==> src/rtl/mvb_tx_sequencer_pkg.sv <==
// Shared types and constants for the MVB transmit path: FSM states,
// bit-source multiplexer select codes and the data length decoder.
package mvb_pkg;

  typedef enum logic [2:0] {
    ST_IDLE   = 3'd0,
    ST_ARM    = 3'd1,
    ST_SDELIM = 3'd2,
    ST_DATA   = 3'd3,
    ST_CRC    = 3'd4,
    ST_EDELIM = 3'd5,
    ST_DONE   = 3'd6
  } mvb_state_e;

  localparam logic [1:0] SEL_OFF   = 2'b00;
  localparam logic [1:0] SEL_DELIM = 2'b01;
  localparam logic [1:0] SEL_DATA  = 2'b10;
  localparam logic [1:0] SEL_CRC   = 2'b11;

  localparam int unsigned LEN_W      = 9;
  localparam logic [8:0]  MASTER_LEN = 9'd16;

  // Unused codes fall back to the shortest frame rather than erroring.
  function automatic logic [8:0] mvb_len_decode(input logic [2:0] len_code);
    logic [8:0] len;
    case (len_code)
      3'b000:  len = 9'd16;
      3'b001:  len = 9'd32;
      3'b010:  len = 9'd64;
      3'b011:  len = 9'd128;
      3'b100:  len = 9'd256;
      default: len = 9'd16;
    endcase
    return len;
  endfunction

  function automatic int max_int(input int a, input int b);
    return (a > b) ? a : b;
  endfunction

endpackage

==> src/rtl/mvb_tx_sequencer_if.sv <==
// Control bus from the frame sequencer to the bit-source mux,
// delimiter generator, data shifter and CRC unit.
interface mvb_tx_sequencer_if;
  logic [1:0] sel;
  logic       multi_en;
  logic       delim_start;
  logic       delim_end;
  logic       delim_type;
  logic       data_load;
  logic       data_shift;
  logic       crc_clr;
  logic       crc_calc;
  logic       crc_shift;

  modport master (
    output sel, multi_en, delim_start, delim_end, delim_type,
           data_load, data_shift, crc_clr, crc_calc, crc_shift
  );

  modport slave (
    input sel, multi_en, delim_start, delim_end, delim_type,
          data_load, data_shift, crc_clr, crc_calc, crc_shift
  );
endinterface

==> src/rtl/mvb_tx_sequencer.sv <==
// MVB frame transmit sequencer: start delimiter, data groups each followed
// by a check sequence, end delimiter. Advances only on bit_tick.
module mvb_tx_sequencer
  import mvb_pkg::*;
#(
  parameter int SDELIM_BITS = 9,
  parameter int EDELIM_BITS = 2,
  parameter int GROUP_BITS  = 64,
  parameter int CRC_BITS    = 8
) (
  input  logic                clk,
  input  logic                rst,
  input  logic                bit_tick,
  input  logic                tx_req,
  input  logic                frame_type,
  input  logic [2:0]          len_code,
  input  logic                tx_abort,
  output logic                tx_busy,
  output logic                tx_done,
  mvb_tx_sequencer_if.master  ctl
);

  localparam int MAX_BITS = max_int(max_int(SDELIM_BITS, GROUP_BITS),
                                    max_int(CRC_BITS, EDELIM_BITS));
  localparam int CNT_W    = (MAX_BITS > 1) ? $clog2(MAX_BITS) : 1;

  mvb_state_e       state_q;
  logic [CNT_W-1:0] bit_cnt_q;
  logic [LEN_W-1:0] remaining_q;
  logic             busy_q;
  logic             done_q;
  logic [1:0]       sel_q;
  logic             multi_en_q;
  logic             delim_start_q;
  logic             delim_end_q;
  logic             delim_type_q;
  logic             data_load_q;
  logic             data_shift_q;
  logic             crc_clr_q;
  logic             crc_calc_q;
  logic             crc_shift_q;

  logic [CNT_W-1:0] grp_cnt_d;
  logic             cnt_zero;

  // Length of the next data group minus one: full group or whatever is left.
  always_comb begin
    grp_cnt_d = CNT_W'(GROUP_BITS - 1);
    if (remaining_q < LEN_W'(GROUP_BITS)) begin
      grp_cnt_d = CNT_W'(remaining_q - 9'd1);
    end
  end

  assign cnt_zero = (bit_cnt_q == '0);

  always_ff @(posedge clk) begin
    if (rst) begin
      state_q       <= ST_IDLE;
      bit_cnt_q     <= '0;
      remaining_q   <= '0;
      busy_q        <= 1'b0;
      done_q        <= 1'b0;
      sel_q         <= SEL_OFF;
      multi_en_q    <= 1'b0;
      delim_start_q <= 1'b0;
      delim_end_q   <= 1'b0;
      delim_type_q  <= 1'b0;
      data_load_q   <= 1'b0;
      data_shift_q  <= 1'b0;
      crc_clr_q     <= 1'b0;
      crc_calc_q    <= 1'b0;
      crc_shift_q   <= 1'b0;
    end else begin
      done_q        <= 1'b0;
      delim_start_q <= 1'b0;
      data_load_q   <= 1'b0;
      data_shift_q  <= 1'b0;
      crc_clr_q     <= 1'b0;
      crc_calc_q    <= 1'b0;
      crc_shift_q   <= 1'b0;

      // Abort wins over any tick and drops the frame without tx_done.
      if (tx_abort && (state_q != ST_IDLE)) begin
        state_q    <= ST_IDLE;
        sel_q      <= SEL_OFF;
        multi_en_q <= 1'b0;
        busy_q     <= 1'b0;
      end else begin
        case (state_q)
          ST_IDLE: begin
            if (tx_req) begin
              delim_type_q <= frame_type;
              remaining_q  <= frame_type ? mvb_len_decode(len_code) : MASTER_LEN;
              busy_q       <= 1'b1;
              state_q      <= ST_ARM;
            end
          end

          ST_ARM: begin
            if (bit_tick) begin
              state_q       <= ST_SDELIM;
              sel_q         <= SEL_DELIM;
              multi_en_q    <= 1'b1;
              delim_start_q <= 1'b1;
              delim_end_q   <= 1'b0;
              bit_cnt_q     <= CNT_W'(SDELIM_BITS - 1);
            end
          end

          ST_SDELIM: begin
            if (bit_tick) begin
              if (cnt_zero) begin
                state_q     <= ST_DATA;
                sel_q       <= SEL_DATA;
                data_load_q <= 1'b1;
                crc_clr_q   <= 1'b1;
                bit_cnt_q   <= grp_cnt_d;
              end else begin
                bit_cnt_q <= bit_cnt_q - 1'b1;
              end
            end
          end

          ST_DATA: begin
            if (bit_tick) begin
              crc_calc_q   <= 1'b1;
              data_shift_q <= 1'b1;
              remaining_q  <= remaining_q - 9'd1;
              if (cnt_zero) begin
                state_q   <= ST_CRC;
                sel_q     <= SEL_CRC;
                bit_cnt_q <= CNT_W'(CRC_BITS - 1);
              end else begin
                bit_cnt_q <= bit_cnt_q - 1'b1;
              end
            end
          end

          ST_CRC: begin
            if (bit_tick) begin
              crc_shift_q <= 1'b1;
              if (cnt_zero) begin
                // The shifter keeps its position across groups; only the CRC restarts.
                if (remaining_q != '0) begin
                  state_q   <= ST_DATA;
                  sel_q     <= SEL_DATA;
                  crc_clr_q <= 1'b1;
                  bit_cnt_q <= grp_cnt_d;
                end else begin
                  state_q       <= ST_EDELIM;
                  sel_q         <= SEL_DELIM;
                  delim_start_q <= 1'b1;
                  delim_end_q   <= 1'b1;
                  bit_cnt_q     <= CNT_W'(EDELIM_BITS - 1);
                end
              end else begin
                bit_cnt_q <= bit_cnt_q - 1'b1;
              end
            end
          end

          ST_EDELIM: begin
            if (bit_tick) begin
              if (cnt_zero) begin
                state_q    <= ST_DONE;
                sel_q      <= SEL_OFF;
                multi_en_q <= 1'b0;
                done_q     <= 1'b1;
              end else begin
                bit_cnt_q <= bit_cnt_q - 1'b1;
              end
            end
          end

          ST_DONE: begin
            busy_q  <= 1'b0;
            state_q <= ST_IDLE;
          end

          default: begin
            state_q    <= ST_IDLE;
            sel_q      <= SEL_OFF;
            multi_en_q <= 1'b0;
            busy_q     <= 1'b0;
          end
        endcase
      end
    end
  end

  assign tx_busy         = busy_q;
  assign tx_done         = done_q;
  assign ctl.sel         = sel_q;
  assign ctl.multi_en    = multi_en_q;
  assign ctl.delim_start = delim_start_q;
  assign ctl.delim_end   = delim_end_q;
  assign ctl.delim_type  = delim_type_q;
  assign ctl.data_load   = data_load_q;
  assign ctl.data_shift  = data_shift_q;
  assign ctl.crc_clr     = crc_clr_q;
  assign ctl.crc_calc    = crc_calc_q;
  assign ctl.crc_shift   = crc_shift_q;

endmodule

==> src/flat_wrapper.sv <==
// flat-port wrapper written by rule: the top's interface ports become plain ports
module mvb_tx_sequencer_flat import mvb_pkg::*;
#(
  parameter int SDELIM_BITS = 9,
  parameter int EDELIM_BITS = 2,
  parameter int GROUP_BITS  = 64,
  parameter int CRC_BITS    = 8
)
  (clk, rst, bit_tick, tx_req, frame_type, len_code, tx_abort, tx_busy, tx_done, ctl_sel, ctl_multi_en, ctl_delim_start, ctl_delim_end, ctl_delim_type, ctl_data_load, ctl_data_shift, ctl_crc_clr, ctl_crc_calc, ctl_crc_shift);
  mvb_tx_sequencer_if ctl_i ();
  input  logic clk;
  input  logic rst;
  input  logic bit_tick;
  input  logic tx_req;
  input  logic frame_type;
  input  logic [2:0] len_code;
  input  logic tx_abort;
  output logic tx_busy;
  output logic tx_done;
  output wire logic [$bits(ctl_i.sel)-1:0] ctl_sel;
  output wire logic [$bits(ctl_i.multi_en)-1:0] ctl_multi_en;
  output wire logic [$bits(ctl_i.delim_start)-1:0] ctl_delim_start;
  output wire logic [$bits(ctl_i.delim_end)-1:0] ctl_delim_end;
  output wire logic [$bits(ctl_i.delim_type)-1:0] ctl_delim_type;
  output wire logic [$bits(ctl_i.data_load)-1:0] ctl_data_load;
  output wire logic [$bits(ctl_i.data_shift)-1:0] ctl_data_shift;
  output wire logic [$bits(ctl_i.crc_clr)-1:0] ctl_crc_clr;
  output wire logic [$bits(ctl_i.crc_calc)-1:0] ctl_crc_calc;
  output wire logic [$bits(ctl_i.crc_shift)-1:0] ctl_crc_shift;
  assign ctl_sel = ctl_i.sel;
  assign ctl_multi_en = ctl_i.multi_en;
  assign ctl_delim_start = ctl_i.delim_start;
  assign ctl_delim_end = ctl_i.delim_end;
  assign ctl_delim_type = ctl_i.delim_type;
  assign ctl_data_load = ctl_i.data_load;
  assign ctl_data_shift = ctl_i.data_shift;
  assign ctl_crc_clr = ctl_i.crc_clr;
  assign ctl_crc_calc = ctl_i.crc_calc;
  assign ctl_crc_shift = ctl_i.crc_shift;
  mvb_tx_sequencer #(.SDELIM_BITS(SDELIM_BITS), .EDELIM_BITS(EDELIM_BITS), .GROUP_BITS(GROUP_BITS), .CRC_BITS(CRC_BITS)) u_core (.clk(clk), .rst(rst), .bit_tick(bit_tick), .tx_req(tx_req), .frame_type(frame_type), .len_code(len_code), .tx_abort(tx_abort), .tx_busy(tx_busy), .tx_done(tx_done), .ctl(ctl_i));
endmodule
==> config.mk <==
export PLATFORM = sky130hd
export DESIGN_NAME = mvb_tx_sequencer_flat
export DESIGN_NICKNAME = d
export VERILOG_FILES = /design/src/rtl/mvb_tx_sequencer_pkg.sv /design/src/rtl/mvb_tx_sequencer_if.sv /design/src/rtl/mvb_tx_sequencer.sv /design/src/flat_wrapper.sv
export SDC_FILE = /design/constraint.sdc
export NUM_CORES = 1
export LEC_CHECK = 0
export CORE_AREA = 4 4 63 65
export DETAILED_ROUTE_END_ITERATION = 6
export DIE_AREA = 0 0 67 69
export PLACE_DENSITY = 0.82
export SLEW_MARGIN = 20
export SYNTH_ARGS = -nofsm -noshare
export SYNTH_HDL_FRONTEND = slang
export SYNTH_SLANG_ARGS = --single-unit
export TNS_END_PERCENT = 10
==> constraint.sdc <==
create_clock -name clk -period 2.75 [get_ports clk]
set_input_delay 0.55 -clock clk [delete_from_list [all_inputs] [get_ports clk]]
set_output_delay 0.55 -clock clk [all_outputs]
set_load 0.01 [all_outputs]
# Word level (Yosys, flattened, before mapping)
# Cells that the tools add are included.
# op_classes
n_addsub	2
magnitude_cmp	1
n_eq_ne	22
mux	62
n_bitwise	8
n_reduce_logical	24
# ops
cell	n
6-bit two-way mux	11
9-bit one-hot mux with 4 select lines	1
3-bit two-way mux	11
6-bit one-hot mux with 5 select lines	1
9-bit two-way mux	3
2-bit two-way mux	10
10-bit AND reduction	2
3-bit one-hot mux with 6 select lines	1
9-bit one-hot mux with 2 select lines	1
1-bit two-way mux	17
2-bit != test (second input constant)	8
3-bit by 2-bit == test with 1-bit output (second input constant)	4
3-bit == test (second input constant)	4
2-bit one-hot mux with 6 select lines	1
3-bit OR reduction	4
5-bit OR reduction	2
9-bit by 7-bit < comparator with 1-bit output (second input constant)	1
9-bit nonzero test	1
9-bit by 1-bit subtractor with 9-bit output (second input constant)	1
2-bit by 1-bit != test with 1-bit output (second input constant)	4
1-bit NOT	8
1-bit one-hot mux with 2 select lines	4
4-bit AND reduction	2
8-bit AND reduction	1
13 further kinds	16
# word_totals
register_bits	30
in_bits	9
output_inout_bits	13

# Longest topological paths before layout
# Gate-level depths: netlist of run 1.
# depth
depth_word	6
ltp_mapped	7

# Worst setup path before layout of run 1
# Ideal clock, no wire load.
# synth_timing
path_kind	reg-to-reg
startpoint	register u_core.bit_cnt_q[0]
endpoint	register u_core.bit_cnt_q[0]
setup_ps	117
t_arrival_ps	1679
required_time_ps	2633
path_slack_ps	954
stages_incl_launch_ff	8
path_buffers	0
synth_period_minus_slack_ps	1796
path_cell_list	dfxtp_1 -> inv_1 -> ha_1 -> or2b_2 -> nor3_4 -> a22oi_2 -> a211o_1 -> a22o_1
# synth_between
elab_chain_cells	4
# synth_rtl
element	line	source
start: declaration	mvb_tx_sequencer.sv:28	logic [CNT_W-1:0] bit_cnt_q;
start signal: assignment	mvb_tx_sequencer.sv:106	bit_cnt_q <= CNT_W'(SDELIM_BITS - 1);
start signal: assignment	mvb_tx_sequencer.sv:117	bit_cnt_q <= grp_cnt_d;
start signal: assignment	mvb_tx_sequencer.sv:119	bit_cnt_q <= bit_cnt_q - 1'b1;
6-bit by 1-bit subtractor with 6-bit output or 6-bit logical NOT (tied branches)	-	
6-bit two-way mux, on equally long branches (2 in a row)	-	
6-bit one-hot mux with 5 select lines	mvb_tx_sequencer.sv:89	case (state_q)
# Several ways; a longest one is shown, not always the timed one. The select of a mux whose other input is x is not followed.
# A chain may end at the register's enable or synchronous reset.

# Worst setup path after layout of run 1
# layout_timing
startpoint	register u_core.state_q[0]
endpoint	register u_core.remaining_q[7]
# layout_between
elab_chain_cells	4
# layout_rtl
element	line	source
start: declaration	mvb_tx_sequencer.sv:27	mvb_state_e state_q;
start signal: assignment	mvb_tx_sequencer.sv:58	state_q <= ST_IDLE;
start signal: assignment	mvb_tx_sequencer.sv:84	state_q <= ST_IDLE;
start signal: assignment	mvb_tx_sequencer.sv:95	state_q <= ST_ARM;
parallel branches: the longest is 4 deep, another holds 4-bit AND reduction	-	
end signal: assignment	mvb_tx_sequencer.sv:93	remaining_q <= frame_type ? mvb_len_decode(len_code) : MASTER_LEN;
end signal: assignment	mvb_tx_sequencer.sv:128	remaining_q <= remaining_q - 9'd1;
end: declaration	mvb_tx_sequencer.sv:29	logic [LEN_W-1:0] remaining_q;
# Parallel ways; which one is timed is not known.

==> results of run 1 <==
per-layer routing:
| metal | wire (um) | GRT usage [%] | up-vias |
|---|---|---|---|
| met1 | 2405 | 34.30 | 932 |
| li1 | - | - | 991 |
| met2 | 2477 | 36.90 | 74 |
| met3 | 347 | 3.571 | 9 |
| met4 | 61 | 8.784 | 0 |
| met5 | 0 | 0 | - |
state kept, by name (all words and copies together), names as in the netlist, 2 cells and up:
signal and count:
u_core.remaining_q 9, u_core.bit_cnt_q 6, u_core.state_q 3, u_core.ctl.sel 2
worst max-delay path, cell delays in order, from the launching register on:
cell,delay (ps)
dfxtp_1,510
buf_4,270
or3b_1,430
a21oi_2,350
o21ai_0,160
a221oi_1,290
synth_stat cells, types with 4 or more instances:
| master | instances | area (um2) |
|---|---|---|
| o22ai_1 | 4 | 25.02 |
| a211oi_1 | 5 | 37.54 |
| xnor2_1 | 4 | 35.03 |
| nand2_1 | 24 | 90.09 |
| dfxtp_1 | 30 | 600.6 |
| o21ai_0 | 12 | 60.06 |
| inv_1 | 10 | 37.54 |
| nor3_1 | 14 | 70.07 |
| nand4_1 | 4 | 25.02 |
| nand3_1 | 8 | 40.04 |
| nand2b_1 | 5 | 31.28 |
| xor2_1 | 4 | 35.03 |
| buf_2 | 5 | 25.02 |
| a21oi_1 | 30 | 150.1 |
| nor2_1 | 25 | 93.84 |
stage by stage:
step | hold WS [ps] | cells | util [%] | total power [mW] | cell area [um2]
after global routing | 497.4 | 324 | 67.79 | 1.139 | 2262
final | 470.7 | 324 | 67.79 | 1.086 | 2262
after floorplan | 461.0 | 256 | - | 0.7123 | 1976
after CTS | 471.8 | 324 | 67.79 | 1.086 | 2262
after detailed placement | 453.4 | 316 | 65.99 | 0.8055 | 2202
after global placement | 451.0 | 316 | 65.99 | 0.8023 | 2202
layout make-up:
cell class              count  area [um2]
clock inverters             1       5.005
flip-flops and latches     30       600.6
inverters                  11       41.29
clock buffers               7       55.05
multi-input cells         201        1240
well taps                  46       57.56
fillers                   326        1075
repair buffers             28       262.8
worst paths after layout:
path	start	endpoint	slack [ps]	depth (start not counted)
setup / recovery	u_core.state_q[0]$_SDFFE_PP0P_	u_core.remaining_q[7]$_SDFFE_PP0P_	650	5
hold / removal	u_core.ctl.delim_type$_SDFFE_PP0P_	u_core.ctl.delim_type$_SDFFE_PP0P_	470	2
setup reg to reg	u_core.state_q[0]$_SDFFE_PP0P_	u_core.remaining_q[7]$_SDFFE_PP0P_	650	5
hold reg to reg	u_core.ctl.delim_type$_SDFFE_PP0P_	u_core.ctl.delim_type$_SDFFE_PP0P_	470	2
cell families (layout without fill, tap and decap cells):
group,after synthesis,count (layout)
XOR/XNOR,8,8
buffers and inverters,25,47
AND/OR/NAND/NOR,104,104
AO/OA/AOI/OAI,87,87
adder cells (fa/ha/maj),2,2
flip-flops,30,30
power groups by stage:
stage | Combinational (mW) | Clock [mW] | Sequential (mW)
floorplan | 0.224 | 0 | 0.488
detailed placement | 0.304 | 0 | 0.501
global route | 0.343 | 0.299 | 0.496
global placement | 0.303 | 0 | 0.499
CTS | 0.307 | 0.289 | 0.491
finish | 0.312 | 0.282 | 0.492
==> flow_summary.ini, run 1 <==
[run_status]
status = complete, no violations

[floorplanning]
die-area_mm2 = 0.004623
dieHeight_um = 69
die_x_um = 67
row_count = 21
io_pins = 22
core_mm2 = 0.003337
start_util_pct = 59.21

[synthesis]
syn-instance-count = 256
synth_fa_ha_area_share_pct = 1.267
yosys_warnings = 0
yosysSeqAreaShare_pct = 30.40
synth_simple_gate_area_share_pct = 28.50
yosys_register_bits = 30
synth_fp_nets = 267
synth_top_flop_cell = dfxtp_1
syn_avg_cell_area_um2 = 7.717
netlist_area_mm2 = 0.001976
synth-xor-area-share_pct = 3.547
ys_types = 66
synth_compound_area_share_pct = 29.45
synth_edf_count = 0
synthMuxAreaShare_pct = 0
synth_top_family_by_area = compound AO/OA/AOI/OAI gates
synthArstFlopShare_pct = 0

[sta]
setup_ws_ps = 646.4
fin_crit_sh_pct = 76.50
fin_setup_tns_ps = 0
setup_viol = 0
worst_pin_slew_ps = 598.3
slew_headroom_pct = 60.06
fmax_mhz = 475.4
post-route-min-period_ps = 2104
hold_viol = 0
skew_ps = 5.100
rsz0062_at_grt = false
drv_slew = 0

[setup_path]
cp.arrival_ps = 2350
end_kind = register
worstPathMaxFanout = 16
worst_setup_path_start_kind = register
crit_type = register to register
worstPathRequired_ps = 3000

[pwr]
p_int_uw = 704.4
vdd_drop_max_v = 0.0002700
power_density_mw_per_mm2 = 480.0
p_leak_nw = 0.8076
sequentialPowerShare_pct = 45.3
p_sw_uw = 381.4
p_clk_share_pct = 26.0
sw_frac_of_total_pct = 35.13
combPwrFrac_pct = 28.7

[clock_tree]
clkSinkCount = 30
tritoncts = built
clockBufferDepth = 2
ctsHoldBuffers = 0
cts_buffers = 5
cts_root_buffer = clkbuf_4
htreeDepth = 2
clk_latency_ps = 340
cts_resized = 0
path_clk_slew_ps = 90
postCtsSetupBuffers = 0

[placement]
place_congestion = 0.9718
port_buffers = 21
hpwl_um = 3875
pre_cts_ws_ps = 357.1

[routing]
drt_wl_total_um = 5292
drt_iter0_drc = 172
drtAntennaViolNets = 0
viasPerCell = 6.191
routedWlPerCell_um = 16.33
vias = 2006
first_pass_iters = 4
drc = 0

[global_routing]
grt_usage_pct = 24.28
antenna_found_initial = 0
grt_pass1_vias = 1911
grt_remaining_overflow = 0
grt_pass1_wl_um = 8976
grt_max_degree = 17

[layout]
final_layout_size_suffix_gt1_share_pct = 10.43
syn_to_final_growth_pct = 14.50
final_cell_mix = 30 x a21oi_1, 30 x dfxtp_1, 25 x nor2_1, 24 x nand2_1, 21 x clkdlybuf4s50_1
diodes = 0
nets = 288

[job]
drv_cap = 0

[worst_hold_path]
hold_class = register to register
Note: power is estimated with default switching activity, not from simulation.
==> run 2, diff against run 1 <==
--- a/config.mk
+++ b/config.mk
@@ -5,10 +5,10 @@
 export SDC_FILE = /design/constraint.sdc
 export NUM_CORES = 1
 export LEC_CHECK = 0
-export CORE_AREA = 4 4 63 65
+export CORE_AREA = 4 4 65 67
 export DETAILED_ROUTE_END_ITERATION = 6
-export DIE_AREA = 0 0 67 69
-export PLACE_DENSITY = 0.82
+export DIE_AREA = 0 0 69 71
+export PLACE_DENSITY = 0.77
 export SLEW_MARGIN = 20
 export SYNTH_ARGS = -nofsm -noshare
 export SYNTH_HDL_FRONTEND = slang
==> constraint.sdc (replaced) <==
create_clock -name clk -period 2 [get_ports clk]
set_input_delay 0.4 -clock clk [delete_from_list [all_inputs] [get_ports clk]]
set_output_delay 0.4 -clock clk [all_outputs]
set_load 0.01 [all_outputs]
==> run 2 against run 1 <==
- sequential share of layout area down 2.7 points
- sequential power up 35%
- clock power up 84%
==> flow_summary.ini, run 2 (synthesis results as in run 1) <==
[global_routing]
grt_usage_pct = 23.55
grt_pass1_vias = 1992
grt_pass1_wl_um = 9480
grt_max_degree = 17
antenna_found_initial = 0
grt_remaining_overflow = 0

[routing]
drtAntennaViolNets = 0
drt_iter0_drc = 220
first_pass_iters = 5
drt_wl_total_um = 5613
vias = 2144
viasPerCell = 6.074
routedWlPerCell_um = 15.90
drc = 0

[layout]
regArea_um2 = 600.6
diodes = 0
syn_to_final_growth_pct = 27.68
regMostFlops = u_core.remaining_q
nets = 315
multi_input_area_mm2 = 0.001264
largestRegisters = u_core.remaining_q (9), u_core.bit_cnt_q (6), u_core.state_q (3)
final_cell_mix = 34 x buf_4, 30 x a21oi_1, 30 x dfxtp_1, 24 x nor2_1, 24 x nand2_1
final_layout_size_suffix_gt1_share_pct = 19.02
largest_register_ffs = 9
nFillCells = 330
layout_commonest_cell = buf_4
post-route-util_pct = 69.42

[setup_path]
crit_type = register to register
r2r_end = u_core.bit_cnt_q[0]$_SDFFE_PP0P_
cp.arrival_ps = 2080
crit_family = simple AND/OR/NAND/NOR gates
rrSetupSlack_ps = 90
cp_slowest_cell = or2b_2
worstPathRequired_ps = 2180
worst_setup_path_start_kind = register
worstPathMaxFanout = 5
max_stage_delay_ps = 400
end_kind = register
rr_startpoint = u_core.bit_cnt_q[1]$_SDFFE_PP0P_
reg2reg_depth = 7
crit_buf_inv = 1
crit_chain = inv_1, ha_1, or2b_2, nor3_4, a22oi_2, a211o_1, a22o_1

[run_status]
status = complete, no violations

[sta]
slew_headroom_pct = 71.12
drv_slew = 0
rsz0062_at_grt = true
hold_viol = 0
fmax_mhz = 524.4
fin_crit_sh_pct = 95.34
setup_viol = 0
post-route-min-period_ps = 1907
holdWs_ps = 451.1
skew_ps = 6.898
worst_pin_slew_ps = 432.6

[pwr]
combPwrFrac_pct = 29.9
vdd_drop_max_v = 0.0005273
sw_frac_of_total_pct = 33.66
power_density_mw_per_mm2 = 669.2
p_leak_nw = 0.9585
sequentialPowerShare_pct = 39.4
p_int_mw = 1.120
power.total_mw = 1.688
p_clk_share_pct = 30.8
p_sw_uw = 568.1

[worst_hold_path]
min_path_cells = 2
hold_path.startpoint = u_core.tx_busy$_SDFFE_PP0P_
hold_class = register to register
holdPathEnd = u_core.tx_busy$_SDFFE_PP0P_

[clock_tree]
clk_latency_ps = 290
postCtsSetupBuffers = 0
cts_root_buffer = clkbuf_8
ctsHoldBuffers = 0
htreeDepth = 2
clockBufferDepth = 2
clkSinkCount = 30
cts_buffers = 5
cts_resized = 0
path_clk_slew_ps = 70
tritoncts = built

[floorplanning]
row_count = 22
core_mm2 = 0.003633
start_util_pct = 54.37
io_pins = 22
die_x_um = 69
dieHeight_um = 71
die-area_mm2 = 0.004899

[job]
drv_cap = 0

[placement]
port_buffers = 21
hpwl_um = 4277
place_congestion = 0.9616
==> run 2: worst reg2reg max path, cell delays in order, from the launching register on <==
cell     delay (ps)
dfxtp_1         340
inv_1            60
ha_1            190
or2b_2          400
nor3_4          220
a22oi_2          70
a211o_1         320
a22o_1          200
==> run 2: power by group through the flow <==
stage          clock, mW  sequential, mW  combinational, mW
5_1_grt            0.546           0.669              0.549
2_1_floorplan          0           0.672              0.308
6_report           0.520           0.664              0.504
4_1_cts            0.521           0.662              0.491
3_5_place_dp           0           0.676              0.487
3_3_place_gp           0           0.674              0.482
==> run 2: worst max-delay path by stage <==
| stage | cells after the start | from | slack (ps) | to |
|---|---|---|---|---|
| final | 7 | u_core.bit_cnt_q[1]$_SDFFE_PP0P_ | 90 | u_core.bit_cnt_q[0]$_SDFFE_PP0P_ |
| after detailed placement | 6 | tx_req | -80 | u_core.remaining_q[5]$_SDFFE_PP0P_ |
| after global routing | 7 | u_core.remaining_q[0]$_SDFFE_PP0P_ | -9 | u_core.state_q[1]$_SDFFE_PP0P_ |
| after CTS | 7 | u_core.remaining_q[0]$_SDFFE_PP0P_ | 60 | u_core.bit_cnt_q[0]$_SDFFE_PP0P_ |
| after global placement | 6 | tx_req | -40 | u_core.remaining_q[5]$_SDFFE_PP0P_ |
| after floorplan | 7 | u_core.bit_cnt_q[0]$_SDFFE_PP0P_ | 200 | u_core.bit_cnt_q[0]$_SDFFE_PP0P_ |
==> run 2: final cells by class <==
class                           count  share of cell area (%)
Clock buffer                        7                   3.423
Multi-Input combinational cell    201                   50.10
Sequential cell                    30                   23.81
Clock inverter                      1                  0.1984
Tap cell                           48                   2.381
Timing Repair Buffer               55                   18.45
Inverter                           11                   1.637
==> run 2: metal layers <==
metal | wire [um] | track usage [%]
met5 | 0 | 0
met4 | 103 | 8.026
met3 | 479 | 5.824
met2 | 2549 | 36.02
met1 | 2481 | 32.33
==> run 2: through the flow <==
stage               cell area (um2)  TNS (ps)  std cells  setup WS [ps]
floorplan                      1976         0        256          204.2
global placement               2407    -78.86        345         -41.44
detailed placement             2407    -133.1        345         -76.53
CTS                            2499         0        353          64.49
global route                   2522    -10.78        353         -8.870
finish                         2522         0        353          93.17
